$ cat config.mk
export PLATFORM = sky130hd
export DESIGN_NAME = maze_stepper
export DESIGN_NICKNAME = d
export VERILOG_FILES = /design/src/rtl/maze_stepper.sv
export SDC_FILE = /design/constraint.sdc
export NUM_CORES = 1
export LEC_CHECK = 0
export CAP_MARGIN = 25
export CORE_MARGIN = 2
export CORE_UTILIZATION = 40
export DETAILED_ROUTE_END_ITERATION = 8
export PLACE_DENSITY = 0.55
export SYNTH_ARGS = -nofsm -noshare
export SYNTH_HDL_FRONTEND = slang
export SYNTH_SLANG_ARGS = --single-unit
$ cat constraint.sdc
create_clock -name clk -period 12.45 [get_ports clk]
set_clock_uncertainty 0.05 [all_clocks]
set_input_delay 1.245 -clock clk [delete_from_list [all_inputs] [get_ports clk]]
set_output_delay 1.245 -clock clk [all_outputs]
set_load 0.02 [all_outputs]
$ cat src/rtl/maze_stepper.sv
// -----------------------------------------------------------------------------
// maze_stepper -- depth-first "rat in a maze" walker.
//
// Starting at (0,0) the rat probes its four neighbours in the order up, right,
// down, left.  Each probe drives the candidate cell on row/colomn for two
// cycles (ISSUE with rd_en, then CHECK) and an external checker answers with
// return_ornot (1 = out of range or wall).  Accepted moves push the direction
// taken on a 256 x 2-bit stack.  When all four directions of a cell are
// exhausted the walker pops back toward the root.  Reaching TGT_ROW/TGT_COL
// ends in DONE, exhausting the root (or overflowing the stack) ends in FAIL.
//
// Ports
//   clk           rising-edge clock
//   rst_n         asynchronous active-low reset
//   start         1-cycle pulse, starts a search when not busy
//   return_ornot  checker reject flag, sampled at the end of CHECK
//   row, colomn   candidate cell (checker + maze memory address)
//   rd_en         maze memory read strobe, high during ISSUE
//   wr_en         visited-mark write strobe (data 1) at row/colomn
//   cur_row/col   current rat position
//   busy          high outside IDLE, DONE and FAIL
//   done, fail    held high in DONE / FAIL
//
// Configuration macro
//   MAZE_VISIT_MARK_EN  when defined, every MOVE writes a mark at the new
//                       cell so it reads back as a wall and is never
//                       re-entered.  When undefined wr_en is tied low and
//                       cyclic mazes end via stack overflow.
// -----------------------------------------------------------------------------
module maze_stepper #(
    parameter logic [7:0] TGT_ROW = 8'd15,
    parameter logic [7:0] TGT_COL = 8'd15
) (
    input  logic       clk,
    input  logic       rst_n,
    input  logic       start,
    input  logic       return_ornot,
    output logic [7:0] row,
    output logic [7:0] colomn,
    output logic       rd_en,
    output logic       wr_en,
    output logic [7:0] cur_row,
    output logic [7:0] cur_col,
    output logic       busy,
    output logic       done,
    output logic       fail
);

    typedef enum logic [2:0] {
        IDLE  = 3'd0,
        ISSUE = 3'd1,
        CHECK = 3'd2,
        MOVE  = 3'd3,
        BACK  = 3'd4,
        DONE  = 3'd5,
        FAIL  = 3'd6
    } state_t;

    localparam logic [1:0] DIR_UP    = 2'd0;
    localparam logic [1:0] DIR_RIGHT = 2'd1;
    localparam logic [1:0] DIR_DOWN  = 2'd2;
    localparam logic [1:0] DIR_LEFT  = 2'd3;

    state_t     state;
    state_t     nxt;
    logic [1:0] dir;
    logic [7:0] sp;
    logic [1:0] stack [256];
    logic [1:0] top_dir;
    logic       is_parent;
    logic       push;

    logic [7:0] n_row;
    logic [7:0] n_col;
    logic [1:0] n_dir;
    logic [7:0] n_sp;

    // Row/column offsets of a direction, as 8-bit modulo values so that
    // 0 - 1 wraps to 255 and is rejected by the checker as out of range.
    function automatic logic [7:0] off_row(input logic [1:0] d);
        case (d)
            DIR_UP:   off_row = 8'hFF;
            DIR_DOWN: off_row = 8'h01;
            default:  off_row = 8'h00;
        endcase
    endfunction

    function automatic logic [7:0] off_col(input logic [1:0] d);
        case (d)
            DIR_RIGHT: off_col = 8'h01;
            DIR_LEFT:  off_col = 8'hFF;
            default:   off_col = 8'h00;
        endcase
    endfunction

    // Direction used to enter the current cell.  Only meaningful when sp != 0;
    // at sp = 0 the read wraps to entry 255 and is masked below.
    assign top_dir = stack[sp - 8'd1];

    // Stepping in the opposite of the entry direction lands on the parent.
    assign is_parent = (sp != 8'd0) && (dir == (top_dir ^ 2'd2));

    // A full stack (255 entries) refuses the push and the MOVE fails.
    assign push = (state == MOVE) && (sp != 8'd255);

    // Stack RAM: no reset needed, entries above sp are never read.
    always_ff @(posedge clk) begin
        if (push) stack[sp] <= dir;
    end

    // Next-state and next-position logic.
    always_comb begin
        nxt   = state;
        n_row = cur_row;
        n_col = cur_col;
        n_dir = dir;
        n_sp  = sp;
        case (state)
            IDLE, DONE, FAIL: begin
                if (start) begin
                    n_row = 8'd0;
                    n_col = 8'd0;
                    n_dir = DIR_UP;
                    n_sp  = 8'd0;
                    if (TGT_ROW == 8'd0 && TGT_COL == 8'd0) nxt = DONE;
                    else                                    nxt = ISSUE;
                end
            end
            ISSUE: nxt = CHECK;
            CHECK: begin
                if (!return_ornot && !is_parent) begin
                    nxt = MOVE;
                end else if (dir != DIR_LEFT) begin
                    n_dir = dir + 2'd1;
                    nxt   = ISSUE;
                end else if (sp == 8'd0) begin
                    nxt = FAIL;
                end else begin
                    nxt = BACK;
                end
            end
            MOVE: begin
                if (sp == 8'd255) begin
                    nxt = FAIL;
                end else begin
                    // row/colomn still hold the accepted candidate.
                    n_sp  = sp + 8'd1;
                    n_row = row;
                    n_col = colomn;
                    n_dir = DIR_UP;
                    if (row == TGT_ROW && colomn == TGT_COL) nxt = DONE;
                    else                                     nxt = ISSUE;
                end
            end
            BACK: begin
                // Undo the step that entered this cell, then resume the parent
                // at the direction after the one just popped.
                n_sp  = sp - 8'd1;
                n_row = cur_row - off_row(top_dir);
                n_col = cur_col - off_col(top_dir);
                if (top_dir != DIR_LEFT) begin
                    n_dir = top_dir + 2'd1;
                    nxt   = ISSUE;
                end else if (sp == 8'd1) begin
                    nxt = FAIL;
                end else begin
                    nxt = BACK;
                end
            end
            default: nxt = IDLE;
        endcase
    end

`ifdef MAZE_VISIT_MARK_EN
    logic mark_q;
    assign wr_en = mark_q;
`else
    assign wr_en = 1'b0;
`endif

    // State register and registered outputs, all derived from the next state
    // so every strobe lines up with the cycle of the state it belongs to.
    always_ff @(posedge clk or negedge rst_n) begin
        if (!rst_n) begin
            state   <= IDLE;
            cur_row <= 8'd0;
            cur_col <= 8'd0;
            dir     <= DIR_UP;
            sp      <= 8'd0;
            row     <= 8'd0;
            colomn  <= 8'd0;
            rd_en   <= 1'b0;
            busy    <= 1'b0;
            done    <= 1'b0;
            fail    <= 1'b0;
`ifdef MAZE_VISIT_MARK_EN
            mark_q  <= 1'b0;
`endif
        end else begin
            state   <= nxt;
            cur_row <= n_row;
            cur_col <= n_col;
            dir     <= n_dir;
            sp      <= n_sp;
            if (nxt == ISSUE) begin
                row    <= n_row + off_row(n_dir);
                colomn <= n_col + off_col(n_dir);
            end
            rd_en   <= (nxt == ISSUE);
            busy    <= (nxt != IDLE) && (nxt != DONE) && (nxt != FAIL);
            done    <= (nxt == DONE);
            fail    <= (nxt == FAIL);
`ifdef MAZE_VISIT_MARK_EN
            // MOVE never follows ISSUE, so this cannot overlap rd_en.
            mark_q  <= (nxt == MOVE);
`endif
        end
    end

endmodule

* After elaboration in Yosys (flattened, before gate mapping)
Memory sizes are Yosys's and may differ from the RTL's. Cells that the tools add are included.
Cells by class: $add $sub $neg 8, equal/unequal tests 27, muxes and demuxes 34, bitwise logic cells 1, reductions and logical operators 17
Operators by type and width (count):
- $mux W8 | 10
- $pmux W8 S3 | 3
- $pmux W8 S2 | 4
- $mux W3 | 6
- $add A8 B8 Y8 | 2
- $eq A8 B4 Y1 const B | 2
- $sub A8 B8 Y8 | 2
- $eq A3 B3 Y1 const B | 5
- $pmux W3 S5 | 1
- $mux W2 | 7
- $add A8 B1 Y8 const B | 1
- $eq A2 B2 Y1 const B | 4
- $eq A8 B1 Y1 const B | 1
- $eq A8 B8 Y1 const B | 1
- $logic_not A8 Y1 | 1
- $ne A2 B2 Y1 const B | 4
- $ne A8 B8 Y1 const B | 1
- $pmux W2 S4 | 1
- $reduce_bool A8 Y1 | 1
- $sub A8 B1 Y8 const B | 1
- $eq A3 B1 Y1 const B | 2
- $eq A3 B2 Y1 const B | 2
- $logic_and A1 B1 Y1 | 6
- $ne A3 B3 Y1 const B | 2
- other kinds (11) | 17
Word-level totals: register bits after elaboration 49, memory bits (writable) 512, input bits 4, word-level logic and storage cells 99, memories kept 1
Memory list:
- stack | words 256, bits a word 2, rd ports 1, clocked after Yosys merged registers in 0, wr ports 1, RTL line 68 | logic [1:0] stack [256];

* Longest topological paths before layout
Gate-level depths: netlist (run 1). An unclocked memory read counts as a cell.
depth in word-level cells 13, depth in mapped cells 37, mapped depth without buffers 29

* Worst setup path before layout (run 1)
Ideal clock, no wire load.
path type register to register, from register sp[0], to register row[7], setup time 0.125 ns, arrival 6.939 ns, data required time 12.275 ns, setup slack 5.336 ns, stages on the path, launching flop included 35, path buffers 6, period minus slack after synthesis 7.114 ns, cell sequence dfrtp_1 -> inv_2 -> buf_1 -> ha_1 -> buf_6 -> xor2_4 -> buf_12 -> buf_6 -> mux4_2 -> mux2_2 -> o211a_1 -> o2bb2ai_2 -> nor3_1 -> or2_1 -> buf_6 -> inv_1 -> ha_1 -> clkbuf_1 -> a21oi_1 -> o221ai_1 -> o2111ai_1 -> nand2_1 -> a31oi_1 -> o31ai_2 -> nor3_2 -> ha_1 -> a21o_1 -> a21o_1 -> a21o_1 -> a21oi_1 -> o21bai_1 -> a21oi_1 -> xor2_1 -> xnor2_1 -> mux2_2
On the way: cells in the longest elaborated chain, start to end 13, elaborated cells between the ends (all ways) 37, classes of those cells 4 x add/sub; 7 x eq/ne; 17 x mux; 1 x bitwise; 7 x reduce/logical; 1 x memory
Ends and longest elaborated chain:
- start: declaration | RTL line 67 | logic [7:0] sp;
- start signal: assignment | RTL line 204 | sp <= n_sp;
- $sub A8 B1 Y8 | RTL line 98 | assign top_dir = stack[sp - 8'd1];
- $mem_v2 Z256 W2
- $not A1 Y1 (no line)
- $eq A2 B2 Y1 | RTL line 101 | assign is_parent = (sp != 8'd0) && (dir == (top_dir ^ 2'd2));
- $logic_and A1 B1 Y1 | RTL line 101
- $logic_not A1 Y1 | RTL line 131 | if (!return_ornot && !is_parent) begin
- $logic_and A1 B1 Y1 | RTL line 131
- $mux W2 | RTL line 131
- $pmux W2 S4 * | RTL line 118 | case (state)
- via n_dir[1] | RTL line 75 | logic [1:0] n_dir;
- $eq A2 B2 Y1 / $logic_not A2 Y1 (equally long branches) | RTL line 81 | case (d)
- $pmux W8 S2 * | RTL line 81
- $mux W8 * | RTL line 205 | if (nxt == ISSUE) begin
- $add A8 B8 Y8 * | RTL line 206 | row <= n_row + off_row(n_dir);
- end signal: assignment | RTL line 206
- end: declaration | RTL line 38 | output logic [7:0] row,
Mark *: on every way through the listed nets, which the timed path passes. The rest lies on a longest branch. The select of a mux whose other input is x is not followed. A chain may end at the register's enable or synchronous reset.

* Worst setup path in the final report (run 1)
Ends and elaborated chain as after synthesis.

==> metrics list, run 1 <==
* Result of the run: finished clean
- Endpoint type of the worst setup path: register
* Number of antenna-violating nets in the routed design: 0
- In this run, CTS created clock tree buffers numbering 58.
* Highest clock rate: between 100 and 150 MHz
- In this run the register-to-register setup slack is 3.73 ns.
* EDFF count, synth: 512
- Top Ports: 41
- Once routing completed, OpenROAD measured the worst setup slack at 3.725 ns.
- Summed over all nets, wire length on met2 after detailed routing comes to 30560 um.
- The completed layout was analyzed and its total power is 8053 uW.
* Total Nets Final: 1728
* RD Place Congestion: ~0.85
- In this run the tool buffered the top-level ports with 39 buffer cells.
- Antenna cell count: 0
- The initial antenna violation count came to 0.
- The number of hold violations in the final report was 0.
- Post-CTS Repair Setup Buffers: 0
- In this run, post-CTS hold repair placed 0 buffers.
* RSZ-0062 raised after global routing: no
* All-Layer GR Usage: 19.66%
- Total vias in the final route: 14571
* Share of layout cells above drive strength 1: about 17%
- Clock Pin Slew Worst Setup and Hold Paths: 0.06 ns
- Worst slack at placement: 3.708 ns
- Summed over all cells, the static leakage comes to between 0.009 and 0.01 uW.
- In the final timing run, aggregate negative setup slack is 0 ns.
- For this run, design rule violations remaining after detail routing come to 0.
- The worst hold path terminates at row[4].
- Library cell contributing the largest single delay on the critical path: ha_4
* Highest fanout seen on the critical path: 52
- Relative to the synthesized area, the layout overhead comes to 13.28%.
- The worst register-to-register path begins at sp[0].
* Worst hold path cell count: 1
- Initial Util: about two fifths
- In the final routed layout, each cell accounts on average for between 20 and 25 um.
- HPWL after detailed placement: 38920 um
- Area enclosed by the die boundary: 64860 um^2
- After synthesis, the share of flip-flops with an asynchronous set or reset is about 8.7%.
* Highest routing layer actually used: met4
- Pin count of the biggest net entering global routing: 103
- The longest clock path from root to sink contains 3 buffers.
- Setup violations remaining at the end of the flow were counted as 0.
* FF-to-FF path depth: 28
* Max-capacitance violation count: 0
* Cell area after layout: 28470 um^2
* Drt via density: 5.656
- In the finished design, the share of the clock period the worst path needs comes to 70.08%.
- Non-filler cells, final: approximately 2600
- Most instantiated flip-flop cell in the synthesis netlist: edfxtp_1
* Number of detailed-routing iterations run before antenna repair: 7
* Kind of critical path: reg -> reg
- Broken down by cell family, the worst path's largest delay share belongs to compound AO/OA/AOI/OAI gates.
* Yosys warning total: 0
* Wire length of the first global-routing pass: 94940 um
- Number of distinct library cell variants in the gate-level netlist after synthesis: 83
* Num rows: 91
- Arrival time of the worst setup path: 9.16 ns
* Placement-stage cell area: 26490 um^2
* Hold_sp: row[4]
* Combined buffer and inverter count along the critical path: 3
- In this run, post-CTS repair resized a total of 0 instances.
* Crit path time final: around 8.7 ns
* Endpoint required time on the critical path: 12.88 ns
* Areal power density over the cells: 282.8 nW/um^2
- Post-Syn Area: 25140 um^2
* Total congestion overflow: 0
* Worst stage delay on the critical path: 0.86 ns
- CTS placed an instance of clkbuf_16 at the clock tree root.
- In the detailed route, the total length drawn on met3 is 3527 um.
- Across the whole layout, storage elements account for 16610 um^2.
- 1st-iter DRT viols: approximately 1300
- The worst pin sits at a relative slew slack of between 20% and 30%.
* Area of the core: approximately 62000 um^2
- The clock drives 561 sinks.
* Final wirelength: 62810 um
- In this run the number of H-tree levels came out at 2.
- Synthesis handed over a netlist of 1655 instances.
* R2r endpoint: row[7]
- The worst setup path is launched from a register.
* Synthesized area per cell: 15.19 um^2
- For this block, wires on met1 add up to between 20000 and 30000 um.
* Later-pin clock latency in the skew report: 0.63 ns
- The via count of the first global-routing pass came to 15089.
* Total of flip-flops plus latches after synthesis: 561
- The multi-input combinational cells in the finished layout cover a total of 7888 um^2.
- From left edge to right edge, the die measures between 200 and 300 um.
* Slew at the pin closest to its max-slew limit: 1.052 ns
- The layout has 5490 filler cells.
- Die outline height: 254.7 um
- Sequential fraction of the synthesis area: approximately two thirds
- The max-slew violation count was 0.
- Class of the most critical hold timing path: reg -> reg
* Clock tree from TritonCTS: built
* Instance count after placement with tap cells included: 2465
- Across the VDD grid, the largest voltage drop is 0.0001813 V.
## logic make-up after synthesis
kind of cell	after synthesis	share of synthesized area (%)
AND/OR/NAND/NOR	520	8.756
buffers and inverters	140	2.708
XOR/XNOR	30	1.150
other	1	0.01492
flip-flops	561	66.05
AO/OA/AOI/OAI	186	5.461
adder cells (fa/ha/maj)	35	1.832
multiplexers	182	14.03
## through the flow
stage | utilization [%] | hold WS (ns)
finish | 45.97 | 0.5336
global route | 45.97 | 0.5667
CTS | 45.92 | 0.5392
detailed placement | 42.76 | 0.5227
global placement | 42.47 | 0.5160
floorplan | - | 0.5799
## power breakdown
part / total (uW) / internal [uW] / switching [uW] / leakage (uW)
clock network: 1780 / 1030 / 745 / 0.000959
registers: 2410 / 2260 / 152 / 0.00534
logic: 3870 / 1610 / 2260 / 0.00321
## Yosys cell counts (8+ instances only)
| library cell | instances | share of area [%] |
|---|---|---|
| edfxtp_1 | 512 | 61 |
| a21o_1 | 14 | 0.42 |
| a221o_1 | 9 | 0.36 |
| dfrtp_1 | 49 | 4.9 |
| mux4_2 | 110 | 9.9 |
| o22ai_1 | 10 | 0.25 |
| a221oi_1 | 9 | 0.31 |
| xor2_1 | 12 | 0.42 |
| clkbuf_1 | 72 | 1.1 |
| a21oi_1 | 27 | 0.54 |
| a22oi_1 | 12 | 0.36 |
| nand3_1 | 22 | 0.44 |
| xnor2_1 | 16 | 0.56 |
| nand2_1 | 122 | 1.8 |
| mux2_4 | 9 | 0.54 |
| mux2i_1 | 28 | 1.1 |
| nor2b_1 | 9 | 0.22 |
| buf_2 | 13 | 0.26 |
| o211ai_1 | 16 | 0.48 |
| o21ai_0 | 30 | 0.60 |
| ha_1 | 32 | 1.6 |
| buf_4 | 11 | 0.33 |
| inv_1 | 31 | 0.46 |
| a32o_1 | 8 | 0.32 |
| nor3_1 | 15 | 0.30 |
| mux4_1 | 16 | 1.7 |
| nor2_1 | 303 | 4.5 |
| mux2_2 | 19 | 0.85 |
## layout by cell type, fill, tap and decap left out, drive strengths merged, types with 13 or more instances in the layout
master         count
nor2             303
o211ai            16
nand3             22
nor3              16
a21oi             27
clkinv            30
xnor2             17
o21ai             31
ha                32
edfxtp           512
mux4             126
inv               35
clkbuf            68
nand2            123
buf               42
xor2              13
a21o              14
clkdlybuf4s50     38
dfrtp             49
mux2i             28
mux2              28
## worst max path at each step
stage	endpoint	slack [ns]	from	cells after the start
finish	row[7]	3.73	sp[0]	28
global route	row[7]	3.00	sp[0]	28
CTS	row[7]	3.63	sp[0]	28
detailed placement	row[7]	3.71	sp[0]	28
global placement	row[7]	3.81	sp[0]	28
floorplan	row[7]	5.34	sp[0]	34
## per-layer routing
metal  global-route usage, %  vias to the layer above
met4                   5.447                        0
li1                        -                     6444
met2                   32.60                      470
met5                       0                        -
met1                   27.21                     7560
met3                   2.817                       97
## state kept, by name (all words and copies together), names as in the netlist
| register | count |
|---|---|
| state | 3 |
| row | 8 |
| colomn | 8 |
| cur_col | 8 |
| sp | 8 |
| cur_row | 8 |
| done | 1 |
| busy | 1 |
| dir | 2 |
| stack | 512 |
| rd_en | 1 |
| fail | 1 |
## final cells by class
cell class	instances	area share, %
Inverter	32	0.4219
Multi-Input combinational cell	956	27.70
Tap cell	837	3.678
Sequential cell	561	58.35
Clock buffer	68	5.410
Timing Repair Buffer	80	2.979
Clock inverter	42	1.463
No activity file was read; power rests on OpenSTA's default activity.
==> run 2, diff against run 1 <==
Clock period 12.45 ns to 8.2 ns, I/O delays scaled along.
==> metrics list, run 2 (synthesized netlist as in run 1, its figures left out) <==
* Result of the run: finished clean
- The initialized floorplan defines 91 standard-cell rows.
* RD Place Congestion: 0.8747
- Entering global routing, the biggest net connects around 120 pins.
- Worst stage delay on the critical path: 0.57 ns
- Library cell contributing the largest single delay on the critical path: mux4_1
- In this run, post-CTS repair resized a total of 0 instances.
- The number of hold buffers added after CTS was 0.
- Setup repair after global routing left no endpoint under its margin.
- Counting both buffers and inverters, the worst setup path holds a total of 4.
- Clk root buf: clkbuf_16
* Arrival time of the worst setup path: 8.06 ns
- VDD sags by at most 0.0002267 V.
* FF-to-FF path depth: 30
- Summed over all layers, the routed wires come to 62760 um.
- Kind of cell adding the most delay to the critical path: compound AO/OA/AOI/OAI gates
- Total power for the finished layout comes to 12500 uW.
- Number of inserted filler cells in the final layout: 5424
* Deepest clock path buffer count: 3
- Worst reg2reg path startpoint: sp[1]
- Kind of critical path: reg -> reg
* Number of detailed-routing iterations run before antenna repair: 7
- In the final design database the tool counted 1744 nets.
- Measured along the y axis, the die boundary spans 254.7 um.
- The register with the most flip-flops in the layout has 512 of them.
* DRC violations left: 0
* Tightest slew margin relative to the limit: 27.88%
* FF+latch area: 16610 um^2
* HPWL after detailed placement: 39920 um
- The first global-routing pass estimated 94340 um of wire.
- The detailed router placed 14696 vias in this run.
* Final setup violation count: 0
- Clock tree from TritonCTS: built
- H-tree lvl count: 2
* Number of antenna violations at the first check in global routing: 0
- Area enclosed by the die boundary: 64860 um^2
- Endpoint type of the worst setup path: register
- Top Ports: 41
- Endpoint required time on the critical path: slightly below 9 ns
- Most common cell after layout, fill and taps aside: edfxtp_1
- Cell leakage power: 0.009631 uW
- Summed over all failing endpoints, the final setup total negative slack is 0 ns.
- The tightest min-delay check is of the in -> async type.
* Floorplan die width: 254.7 um
- Top library cells by usage in the layout, fill and taps aside: edfxtp_1, nor2_1, nand2_1, mux4_2, clkbuf_16
- Final hold violation count: 0
* Core occupancy in the finished layout: 46.34%
* Area Growth Syn to Fin: 14.20%
* Register bank with the most flops: stack
- After floorplanning, the core was sized to cover between 60000 and 70000 um^2.
- Antenna cell count: 0
* Final period utilization: 92.83%
- Type of origin of the critical path: register
- Initial Util: 40.58%
- Crit path time final: approximately 7.6 ns
- Pins over their slew limit: 0
* Max-capacitance violation count: 0
* Drt via density: 5.670
- For the pin with the worst max-slew slack, the measured transition is approximately 1.1 ns.
* Later-pin clock latency in the skew report: 0.63 ns
- Worst slack at placement: ~0.64 ns
- Buffers placed on the I/O ports in this run total 39.
- Highest fanout seen on the critical path: 16
* Share of layout cells above drive strength 1: 18.01%
- Dividing total power by cell area gives a power density of 435.5 nW/um^2.
- TritonCTS created slightly below 60 clock buffers.
* Multi-input logic area: 7888 um^2
- Post-CTS Repair Setup Buffers: 0
- Setup slack on the critical path of the routed design comes to 0.5877 ns.
- Via count of the first global-routing pass: between 10000 and 15000
- The clock drives 561 sinks.
- After clock tree synthesis, the clock-pin slew on the worst setup and hold paths is 0.07 ns.
- R2r endpoint: colomn[7]
- Static timing analysis puts the maximum clock frequency at ~130 MHz.
- For this block, the initial DRC count from the detailed router was 1362.
- Total congestion overflow: 0
- The count of nets left with antenna violations once routing finished came out at 0.
* Routed length per instance: between 20 and 25 um
* R2r setup slk: 0.59 ns
* All-Layer GR Usage: roughly 20%
[run 2: report_power, final]
group          switching, uW  total [uW]  internal [uW]
combinational           3500        6040           2540
sequential               191        3620           3430
clock                   1120        2850           1730
[run 2: area by class of cell]
cell class                      instances  share of cell area [%]
Multi-Input combinational cell        956                   27.48
Inverter                               32                  0.4184
Clock inverter                         40                   1.818
Sequential cell                       561                   57.87
Clock buffer                           70                   5.427
Tap cell                              837                   3.648
Timing Repair Buffer                   96                   3.339
[run 2: stage by stage]
step           std cells  hold slack, ns  area [um^2]
2_1_floorplan       1657          0.4744        25140
3_3_place_gp        2476          0.5102        26490
3_5_place_dp        2480          0.5089        26570
4_1_cts             2590          0.2909        28650
5_1_grt             2592          0.3327        28710
6_report            2592          0.2910        28710
[run 2: layer usage]
layer	vias to the layer above	wire length, um	global-route usage, %	part of all wire (%)
li1	6473	-	-	-
met1	7675	27220	26.86	43
met2	458	30460	32.25	49
met3	90	3403	3.062	5.4
met4	0	1671	6.232	2.7
met5	-	0	0	0
[run 2: worst max path at each step]
stage / cells past startpoint / to / start
2_1_floorplan: 34 / row[7] / sp[0]
3_3_place_gp: 30 / colomn[7] / sp[1]
5_1_grt: 29 / colomn[7] / sp[1]
6_report: 30 / colomn[7] / sp[1]
3_5_place_dp: 30 / colomn[7] / sp[1]
4_1_cts: 30 / colomn[7] / sp[1]
[run 2: worst reg2reg max path, delay by kind of cell (launching register included)]
| kind | cells | cell delay (ns) |
|---|---|---|
| AO/OA/AOI/OAI | 14 | 2.67 |
| multiplexers | 3 | 1.15 |
| adder cells (fa/ha/maj) | 3 | 1.00 |
| buffers and inverters | 4 | 0.83 |
| XOR/XNOR | 3 | 0.71 |
| AND/OR/NAND/NOR | 3 | 0.62 |
| flip-flops | 1 | 0.46 |
